**config.mk**
```make
export PLATFORM = sky130hd
export DESIGN_NAME = ex_muldiv
export DESIGN_NICKNAME = d
export VERILOG_FILES = /design/src/rtl/muldiv_pkg.sv /design/src/rtl/muldiv_sign_adj.sv /design/src/rtl/ex_muldiv.sv
export SDC_FILE = /design/constraint.sdc
export NUM_CORES = 1
export LEC_CHECK = 0
export BUFFER_PORTS_ARGS = -buffer_cell sky130_fd_sc_hd__buf_2
export CELL_PAD_IN_SITES_DETAIL_PLACEMENT = 0
export CELL_PAD_IN_SITES_GLOBAL_PLACEMENT = 1
export CORE_MARGIN = 4
export CORE_UTILIZATION = 42
export DETAILED_ROUTE_END_ITERATION = 10
export PLACE_DENSITY = 0.79
export SLEW_MARGIN = 20
export SYNTH_ARGS = -nofsm -noshare
export SYNTH_HDL_FRONTEND = slang
export SYNTH_SLANG_ARGS = --single-unit
```
**constraint.sdc**
```tcl
create_clock -name clock -period 5.85 [get_ports clock]
set_clock_uncertainty 0.05 [all_clocks]
set_input_delay 1.17 -clock clock [delete_from_list [all_inputs] [get_ports clock]]
set_output_delay 1.17 -clock clock [all_outputs]
set_load 0.01 [all_outputs]
```
**src/rtl/muldiv_pkg.sv**
```systemverilog
// muldiv_pkg: shared definitions for the EX-stage iterative multiply/divide unit.
//   OP_*    : operation encodings carried on ex_muldiv.op
//   state_t : IDLE -> RUN (ITER radix-2 steps) -> FIN (write HI/LO) -> IDLE
//   ITER    : iteration count, equal to the operand width
package muldiv_pkg;

    localparam logic [1:0] OP_MULT  = 2'b00;
    localparam logic [1:0] OP_MULTU = 2'b01;
    localparam logic [1:0] OP_DIV   = 2'b10;
    localparam logic [1:0] OP_DIVU  = 2'b11;

    localparam int unsigned ITER = 32;

    typedef enum logic [1:0] {
        IDLE = 2'd0,
        RUN  = 2'd1,
        FIN  = 2'd2
    } state_t;

endpackage

```
**src/rtl/muldiv_sign_adj.sv**
```systemverilog
// muldiv_sign_adj: combinational sign handling for signed MULT/DIV.
//   sgn                : operands are two's-complement signed
//   a, b               : raw operands;  a_mag, b_mag : magnitudes (pass-through when !sgn)
//   prod, prod_neg     : 64-bit unsigned product and negate request -> prod_adj
//   quo, quo_neg       : 32-bit quotient and negate request          -> quo_adj
//   rem, rem_neg       : 32-bit remainder and negate request         -> rem_adj
// Only instantiated when MULDIV_SIGNED_EN is defined.
module muldiv_sign_adj (
    input  logic        sgn,
    input  logic [31:0] a,
    input  logic [31:0] b,
    output logic [31:0] a_mag,
    output logic [31:0] b_mag,
    input  logic [63:0] prod,
    input  logic        prod_neg,
    output logic [63:0] prod_adj,
    input  logic [31:0] quo,
    input  logic        quo_neg,
    output logic [31:0] quo_adj,
    input  logic [31:0] rem,
    input  logic        rem_neg,
    output logic [31:0] rem_adj
);

    // 0x80000000 maps to itself, which is still the correct unsigned magnitude.
    assign a_mag    = (sgn && a[31]) ? (~a + 32'd1) : a;
    assign b_mag    = (sgn && b[31]) ? (~b + 32'd1) : b;

    assign prod_adj = prod_neg ? (~prod + 64'd1) : prod;
    assign quo_adj  = quo_neg  ? (~quo  + 32'd1) : quo;
    assign rem_adj  = rem_neg  ? (~rem  + 32'd1) : rem;

endmodule

```
**src/rtl/ex_muldiv.sv**
```systemverilog
// ex_muldiv: iterative radix-2 multiply/divide unit for the EX stage.
//   clock, reset (async, active-high)
//   start, op[1:0], Data_1, Data_2 : operation request from ID/EX
//   flush                          : abort in-flight operation
//   stall                          : busy | (start & ~flush), freezes IF/ID and ID/EX
//   busy, done, div0               : status (done is a one-cycle pulse)
//   HI, LO                         : result registers
// Multiply is shift-add, divide is restoring shift-subtract; both share the
// acc_hi/acc_lo pair ({HI,LO} product, or remainder/quotient) and opnd.
// Optional feature macro: MULDIV_SIGNED_EN (signed MULT/DIV). Without it every
// operation is unsigned and op[0] is ignored.
module ex_muldiv #(
    parameter int unsigned ITER = muldiv_pkg::ITER
) (
    input  logic        clock,
    input  logic        reset,
    input  logic        start,
    input  logic [1:0]  op,
    input  logic [31:0] Data_1,
    input  logic [31:0] Data_2,
    input  logic        flush,
    output logic        stall,
    output logic        busy,
    output logic        done,
    output logic        div0,
    output logic [31:0] HI,
    output logic [31:0] LO
);

    import muldiv_pkg::*;

    localparam int unsigned CW = $clog2(ITER + 1);

    state_t        state;
    logic [CW-1:0] count;
    logic [31:0]   acc_hi;
    logic [31:0]   acc_lo;
    logic [31:0]   opnd;
    logic          is_div;
    logic          b_zero;

    logic          op_div;
    logic [31:0]   mag_a;
    logic [31:0]   mag_b;
    logic [31:0]   fin_hi;
    logic [31:0]   fin_lo;

    logic [32:0]   mul_sum;
    logic [32:0]   div_shift;
    logic [32:0]   div_diff;

    assign op_div = (op == OP_DIV) || (op == OP_DIVU);
    assign stall  = busy || (start && !flush);

`ifdef MULDIV_SIGNED_EN
    logic        sgn_op;
    logic        neg_q;
    logic        neg_r;
    logic [63:0] prod_adj;
    logic [31:0] quo_adj;
    logic [31:0] rem_adj;

    assign sgn_op = (op == OP_MULT) || (op == OP_DIV);

    muldiv_sign_adj u_sign_adj (
        .sgn      (sgn_op),
        .a        (Data_1),
        .b        (Data_2),
        .a_mag    (mag_a),
        .b_mag    (mag_b),
        .prod     ({acc_hi, acc_lo}),
        .prod_neg (neg_q),
        .prod_adj (prod_adj),
        .quo      (acc_lo),
        .quo_neg  (neg_q),
        .quo_adj  (quo_adj),
        .rem      (acc_hi),
        .rem_neg  (neg_r),
        .rem_adj  (rem_adj)
    );

    // A zero divisor keeps the raw all-ones quotient; the remainder negation
    // restores the original dividend in HI.
    assign fin_hi = is_div ? rem_adj : prod_adj[63:32];
    assign fin_lo = is_div ? (b_zero ? acc_lo : quo_adj) : prod_adj[31:0];
`else
    assign mag_a  = Data_1;
    assign mag_b  = Data_2;
    assign fin_hi = acc_hi;
    assign fin_lo = acc_lo;
`endif

    // Shift-add step: add multiplicand into the upper half when the current
    // multiplier bit (acc_lo[0]) is set, then shift the 65-bit result right.
    assign mul_sum   = {1'b0, acc_hi} + (acc_lo[0] ? {1'b0, opnd} : 33'd0);

    // Restoring step: bring the next dividend bit into the partial remainder;
    // bit 32 of the difference is the borrow (remainder < divisor).
    assign div_shift = {acc_hi, acc_lo[31]};
    assign div_diff  = div_shift - {1'b0, opnd};

    always_ff @(posedge clock or posedge reset) begin
        if (reset) begin
            state  <= IDLE;
            count  <= '0;
            busy   <= 1'b0;
            done   <= 1'b0;
            div0   <= 1'b0;
            HI     <= '0;
            LO     <= '0;
            acc_hi <= '0;
            acc_lo <= '0;
            opnd   <= '0;
            is_div <= 1'b0;
            b_zero <= 1'b0;
`ifdef MULDIV_SIGNED_EN
            neg_q  <= 1'b0;
            neg_r  <= 1'b0;
`endif
        end else begin
            done <= 1'b0;
            case (state)
                IDLE: begin
                    if (start && !flush) begin
                        state  <= RUN;
                        busy   <= 1'b1;
                        count  <= '0;
                        is_div <= op_div;
                        b_zero <= (Data_2 == '0);
                        acc_hi <= '0;
                        if (op_div) begin
                            opnd   <= mag_b;
                            acc_lo <= mag_a;
                        end else begin
                            opnd   <= mag_a;
                            acc_lo <= mag_b;
                        end
`ifdef MULDIV_SIGNED_EN
                        neg_q <= sgn_op && (Data_1[31] ^ Data_2[31]);
                        neg_r <= sgn_op && op_div && Data_1[31];
`endif
                    end
                end
                RUN: begin
                    if (flush) begin
                        state <= IDLE;
                        busy  <= 1'b0;
                    end else begin
                        if (is_div) begin
                            if (!div_diff[32]) begin
                                acc_hi <= div_diff[31:0];
                                acc_lo <= {acc_lo[30:0], 1'b1};
                            end else begin
                                acc_hi <= div_shift[31:0];
                                acc_lo <= {acc_lo[30:0], 1'b0};
                            end
                        end else begin
                            acc_hi <= mul_sum[32:1];
                            acc_lo <= {mul_sum[0], acc_lo[31:1]};
                        end
                        count <= count + 1'b1;
                        if (count == CW'(ITER - 1)) begin
                            state <= FIN;
                        end
                    end
                end
                FIN: begin
                    state <= IDLE;
                    busy  <= 1'b0;
                    if (!flush) begin
                        HI   <= fin_hi;
                        LO   <= fin_lo;
                        done <= 1'b1;
                        if (is_div) begin
                            div0 <= b_zero;
                        end
                    end
                end
                default: begin
                    state <= IDLE;
                    busy  <= 1'b0;
                end
            endcase
        end
    end

endmodule

```
# Word-level counts from Yosys, hierarchy flattened
# Index checks and enable logic that the tools add are counted.
# classes
n_eq_ne,9
n_addsub,3
n_mux,25
n_bitwise,1
n_reduce_logical,13
# ops
op,n
$mux W32,10
$pmux W32 S2,2
$add A32 B32 Y33,1
$sub A33 B32 Y33,1
$logic_not A32 Y1,1
$mux W6,2
$pmux W6 S2,1
$reduce_and A2 Y1,4
$add A6 B1 Y6 const B,1
$eq A2 B2 Y1 const B,3
$eq A6 B5 Y1 const B,1
$mux W2,3
$ne A2 B2 Y1 const B,3
$reduce_and A3 Y1,2
$mux W1,5
$pmux W2 S2,1
$ne A3 B3 Y1 const B,1
$eq A2 B1 Y1 const B,1
$logic_not A2 Y1,1
$logic_or A1 B1 Y1,2
$pmux W1 S2,1
$reduce_bool A2 Y1,1
$logic_and A1 B1 Y1,1
$logic_not A1 Y1,1
$not A1 Y1,1
# word_totals
word_cells,63
ff_bits,173
out_inout_bits,68
input_bits,70

# Logic depth before layout (Yosys ltp)
# Gate-level depths: netlist of run 1.
# logic_depth
word_depth,5
mapped_depth,15
depth_no_buf,13

# Least setup slack after synthesis of run 1
# Ideal clock, no wire load.
# synth_timing
path_type,reg2reg
startpoint,register acc_lo[0]
endpoint,register acc_hi[29]
slack_ns,2.525
t_required_ns,5.680
synth_period_minus_slack_ns,3.325
n_path_buf,1
arrival_time_ns,3.155
path_stages_with_launch,15
setup_ns,0.120
cell_sequence,dfrtp_1 > clkbuf_1 > and2_1 > ha_1 > inv_1 > fa_1 > nand2b_1 > a21oi_1 > o21a_1 > a311o_1 > a41oi_4 > o31ai_2 > mux2i_1 > o211ai_1 > a31o_1
# synth_via
elab_chain_cells,5
# synth_rtl
element,line,rtl
"start, declared",ex_muldiv.sv:37,logic [31:0] acc_lo;
"start signal, assigned",ex_muldiv.sv:133,acc_lo <= mag_a;
"start signal, assigned",ex_muldiv.sv:136,acc_lo <= mag_b;
"start signal, assigned",ex_muldiv.sv:152,"acc_lo <= {acc_lo[30:0], 1'b1};"
$mux W32,ex_muldiv.sv:95,"assign mul_sum = {1'b0, acc_hi} + (acc_lo[0] ? {1'b0, opnd} : 33'd0);"
$add A32 B32 Y33,ex_muldiv.sv:95,
$mux W32,ex_muldiv.sv:149,if (is_div) begin
$mux W32,ex_muldiv.sv:145,if (flush) begin
$pmux W32 S2,ex_muldiv.sv:122,case (state)
"end signal, assigned",ex_muldiv.sv:151,acc_hi <= div_diff[31:0];
"end signal, assigned",ex_muldiv.sv:154,acc_hi <= div_shift[31:0];
"end signal, assigned",ex_muldiv.sv:158,acc_hi <= mul_sum[32:1];
"end, declared",ex_muldiv.sv:36,logic [31:0] acc_hi;
# Every way passes these cells. The select of a mux whose other input is x is not followed.
# A chain may end at the register's enable or synchronous reset.

# Worst setup path after layout of run 1
# layout_timing
startpoint,register acc_lo[0]
endpoint,register acc_hi[26]
# The elaborated chain is that of the path after synthesis.

==> reports/metrics.cfg, run 1 <==
[timing]
fmax_ghz=0.240
rsz0062_at_grt=false
min_period_ns=4.17
timing.final.hold_violations=0
slew_headroom_pct=22.0
min_period_over_period_pct=71.3
slew_viol_final=0
tightest_slew_ns=1.17
finalSetupTns_ns=0
setup_viol=0

[finish]
final_nets=1526
n_fill_cell=2727
final_cell_area_um2=13600
multi_input_area_um2=7200
drive_gt1_share_pct=21.3
mostFrequentLayoutCells=dfrtp_1, buf_2, a21oi_1
final_util_pct=48.4
regArea_um2=4330
area_growth_pct=12.9
mostFrequentLayoutCell=dfrtp_1

[logic_synthesis]
synth_top_flop_cell=dfrtp_1
syn_area_per_cell_um2=9.27
yosys_warnings=0
synthTopCellsByArea=dfrtp_1, mux2_2, mux2i_1
syn_inst=1294
ys_types=75
ys_ff_latch=173
ys_seq_area_share_pct=36.1
synth_top_area_share_pct=36.1
synth_edf_count=0
syn-num-nets=1431
syn_area_um2=12000
yosys.area.top_type=dfrtp_1
synthArstFlopShare_pct=100

[drt]
top_layer_used=met5
drc=0
wl_met3_mm=1.52
ant_nets=0
routedWlPerCell_um=18.5
drtIter0Drc=736
drt_first_pass_iters=5
wirelength_mm=33.0
num_vias=9905
m1WireLength_mm=16.5
met2_wirelength_mm=14.4
routed_via_density=5.56

[worst_setup_path]
end_kind=register
critPathTopFamily=compound AO/OA/AOI/OAI gates
path_cells=buf_4, nand2_1, inv_1, ha_1, a211oi_1, o21ai_1, a22oi_1, o21ai_1, a21oi_1, o21ai_0, xor2_1, a22oi_1, o21ai_0
crit_required_ns=6.08
max_stage_delay_ns=0.62
r2r_slack_ns=1.68
path_class=register to register
start_kind=register
crit_start=acc_lo[0]$_DFFE_PP0P_
rr_startpoint=acc_lo[0]$_DFFE_PP0P_
cp_slowest_cell=a21oi_1
cp_max_fo=24
worstPathArrival_ns=4.40
crit_buf_inv=2

[global_routing]
grt_pass1_wl_mm=53.2
gr-total-overflow=0
grt_pass1_vias=9769
grtUsageTotal_pct=21.1
antenna_found_initial=1
grt_max_degree=104

[clocking]
cts.reportedPaths.clkPinSlew_ns=0.08
postCtsSetupRepairBufs=0
cts_max_level=4
clk_latency_ns=0.44
clkSinkCount=173
postCtsHoldBufs=0
clockBufferDepth=2
cts_buffers=17
cts_tree=built
clockRootBuffer=clkbuf_16
ctsResizeCount=0

[die]
start_util_pct=42.8
num_rows=61
die-area_um2=31300
core_um2=28000
die_x_um=177
die_height_um=177
ios=138

[power]
leakagePower_uw=0.00667
total_power_uw=4780
peakVddDrop_mv=0.158
power.density_nw_per_um2=353

[placed_design]
dpl_cell_area_um2=13000
port_buffers=136
hpwl_mm=24.3
gp_congestion=0.905

[worst_hold_path]
hp-class=register to register
worstHoldStart=HI[15]$_DFFE_PP0P_

[run]
drv_cap=0

[status]
status=finished, final reports clean

==> flip-flops by register name (all words and copies together) (netlist names), 2 cells and up <==
register,count
HI,32
opnd,32
count,6
acc_hi,32
state,2
LO,32
acc_lo,32
==> power breakdown <==
part           switching, uW  leakage, uW  internal (uW)
Sequential               263      0.00225           1370
Clock                    591     0.000289            581
Combinational           1140      0.00413            835
==> layout make-up <==
class,count,area share [%]
Clock inverter,14,1.26
Inverter,47,1.33
Antenna cell,1,0.0185
Sequential cell,173,31.9
Clock buffer,18,3.17
Tap cell,378,3.49
Timing Repair Buffer,146,5.69
Multi-Input combinational cell,1004,53.1
==> metrics by stage <==
step	worst slack [ns]	hold WS [ns]	cells
after floorplan	2.42	0.416	1294
after global placement	1.82	0.435	1748
after detailed placement	1.77	0.442	1748
after CTS	1.75	0.459	1780
after global routing	1.37	0.469	1780
final	1.68	0.452	1781
==> metal layers <==
metal	track usage [%]	up-vias
li1	-	4884
met1	31.5	4750
met2	32.2	234
met3	3.18	35
met4	4.90	2
met5	0	-
==> path summary, 6_finish.rpt <==
kind,end,cells past startpoint
worst max-delay path,acc_hi[26]$_DFFE_PP0P_,13
worst min-delay path,HI[15]$_DFFE_PP0P_,1
worst max register to register,acc_hi[26]$_DFFE_PP0P_,13
worst min register to register,HI[15]$_DFFE_PP0P_,1
max in group asynchronous,acc_hi[22]$_DFFE_PP0P_,3
min in group asynchronous,LO[2]$_DFFE_PP0P_,2
==> cells by family (layout without fill, tap and decap cells) <==
kind of cell,count (synthesis),in the layout,synth area share (%)
flip-flops,173,173,36.1
multiplexers,184,184,16.4
AO/OA/AOI/OAI,360,360,18.8
AND/OR/NAND/NOR,341,341,13.6
adder cells (fa/ha/maj),67,67,7.11
XOR/XNOR,52,52,3.79
other,0,1,0
buffers and inverters,117,225,4.15
==> cells in the mapped netlist (5+ instances only) <==
cell / n
buf_1: 8
clkbuf_1: 53
o21ai_0: 75
a21oi_1: 126
a211oi_1: 6
mux2_2: 98
nand2_1: 89
and2_1: 33
o21bai_1: 8
nor3_1: 11
o211ai_1: 10
mux2i_1: 83
nor2b_1: 5
inv_1: 47
xnor2_1: 25
and3_1: 11
o21a_1: 11
o31ai_1: 6
a22oi_1: 21
nor4_1: 9
a21o_1: 25
dfrtp_1: 173
nor2_1: 114
a31oi_1: 9
xor2_1: 27
o21ai_1: 20
nand4_1: 12
ha_1: 65
or3_1: 7
nand2b_1: 14
nand3_1: 20
(Power assumes the default switching activity.)
==> inputs of run 2 (changes only) <==
- CORE_UTILIZATION: 42 -> 46
- PLACE_DENSITY: 0.79 -> 0.82
- clock period: 5.85 -> 4.1 ns (I/O delays scaled with it)
==> reports/metrics.cfg, run 2 (same netlist as run 1, synthesis figures left out) <==
[timing]
timing.final.hold_violations=0
slew_headroom_pct=39.2
min_period_ns=3.70
holdWs_ns=0.449
setup_viol=0
fmax_ghz=0.271
setup_ws_ns=0.403
finalSetupTns_ns=0
tightest_slew_ns=0.910
slew_viol_final=0
min_period_over_period_pct=90.2
rsz0062_at_grt=false

[clocking]
cts.reportedPaths.clkPinSlew_ns=0.07
cts_tree=built
postCtsSetupRepairBufs=0
clockRootBuffer=clkbuf_16
cts_buffers=17
clockBufferDepth=2
clkSinkCount=173
postCtsHoldBufs=0
cts_max_level=4
clk_latency_ns=0.44
ctsResizeCount=0

[global_routing]
grt_pass1_wl_mm=53.5
grtUsageTotal_pct=23.1
grt_pass1_vias=9922
grt_max_degree=72
gr-total-overflow=0
antenna_found_initial=0

[worst_setup_path]
cp_max_fo=5
cp_slowest_cell=o31ai_2
max_stage_delay_ns=0.52
crit_buf_inv=1
path_cells=and2_1, ha_1, inv_1, fa_1, nand2b_1, a21oi_1, o21a_1, a311o_1, a41oi_4, o31ai_2, a21oi_1, o31a_1, a41oi_2
crit_required_ns=4.41
worstPathArrival_ns=4.01
path_class=register to register
end_kind=register
start_kind=register
cpMostUsedCell=a21oi_1
critPathTopFamily=compound AO/OA/AOI/OAI gates

[power]
leakagePower_uw=0.00675
peakVddDrop_mv=0.310
total_power_uw=6810
power.density_nw_per_um2=500

[die]
core_um2=25400
die_height_um=170
die-area_um2=28700
die_x_um=170
num_rows=58
ios=138
start_util_pct=47.3

[drt]
routedWlPerCell_um=18.7
drc=0
wirelength_mm=32.6
top_layer_used=met4
drtIter0Drc=793
routed_via_density=5.77
m1WireLength_mm=15.5
num_vias=10100
met2_wirelength_mm=14.9
wl_met3_mm=1.75
drt_first_pass_iters=5
ant_nets=0

[finish]
drive_gt1_share_pct=22.1
mostFrequentLayoutCells=dfrtp_1, buf_2, a21oi_1
area_growth_pct=13.6
n_fill_cell=2357
final_cell_area_um2=13600
regArea_um2=4330
multi_input_area_um2=7200
final_nets=1538
mostFrequentLayoutCell=dfrtp_1
diodes=0

[placed_design]
port_buffers=136
gp_congestion=0.942
dpl_cell_area_um2=13000
hpwl_mm=24.6
place_ws_ns=0.448

[run]
drv_cap=0

[status]
status=finished, final reports clean

[worst_hold_path]
hp-class=register to register

[run 2: through the flow]
| step | std cells | utilization [%] |
|---|---|---|
| final | 1744 | 53.7 |
| after global routing | 1744 | 53.7 |
| after CTS | 1744 | 53.7 |
| after detailed placement | 1712 | 51.3 |
| after global placement | 1712 | 51.3 |
| after floorplan | 1294 | - |
[run 2: layout make-up]
type | instances | area share [%]
clock inverters | 14 | 1.27
repair buffers | 158 | 6.68
inverters | 47 | 1.32
multi-input cells | 1004 | 52.8
well taps | 330 | 3.03
clock buffers | 18 | 3.15
flip-flops and latches | 173 | 31.8
[run 2: worst reg2reg max path, delay by kind of cell, from the launching register on]
family | cells | cell delay [ns]
and+or+nand+nor | 2 | 0.34
DFF | 1 | 0.37
adders and majority gates | 2 | 0.62
AOI/OAI and AO/OA | 8 | 2.18
buffers and inverters | 1 | 0.08
[run 2: where the power goes]
group	internal, uW	switching, uW	leakage [uW]
registers	1950	358	0.00225
logic	1210	1650	0.00421
clock network	826	816	0.000290
[run 2: final timing paths]
path / start / endpoint / slack [ns] / depth (start not counted)
max in group asynchronous: reset / LO[13]$_DFFE_PP0P_ / 2.59 / 3
hold / removal: acc_lo[31]$_DFFE_PP0P_ / acc_lo[31]$_DFFE_PP0P_ / 0.45 / 2
hold reg to reg: acc_lo[31]$_DFFE_PP0P_ / acc_lo[31]$_DFFE_PP0P_ / 0.45 / 2
min in group asynchronous: reset / LO[1]$_DFFE_PP0P_ / 0.51 / 2
setup reg to reg: opnd[0]$_DFFE_PP0P_ / acc_hi[31]$_DFFE_PP0P_ / 0.40 / 13
setup / recovery: opnd[0]$_DFFE_PP0P_ / acc_hi[31]$_DFFE_PP0P_ / 0.40 / 13
[run 2: routing by layer]
| layer | vias to the layer above | global-route usage (%) |
|---|---|---|
| met5 | - | 0 |
| li1 | 4893 | - |
| met3 | 36 | 4.31 |
| met4 | 0 | 5.53 |
| met2 | 267 | 36.0 |
| met1 | 4866 | 33.7 |
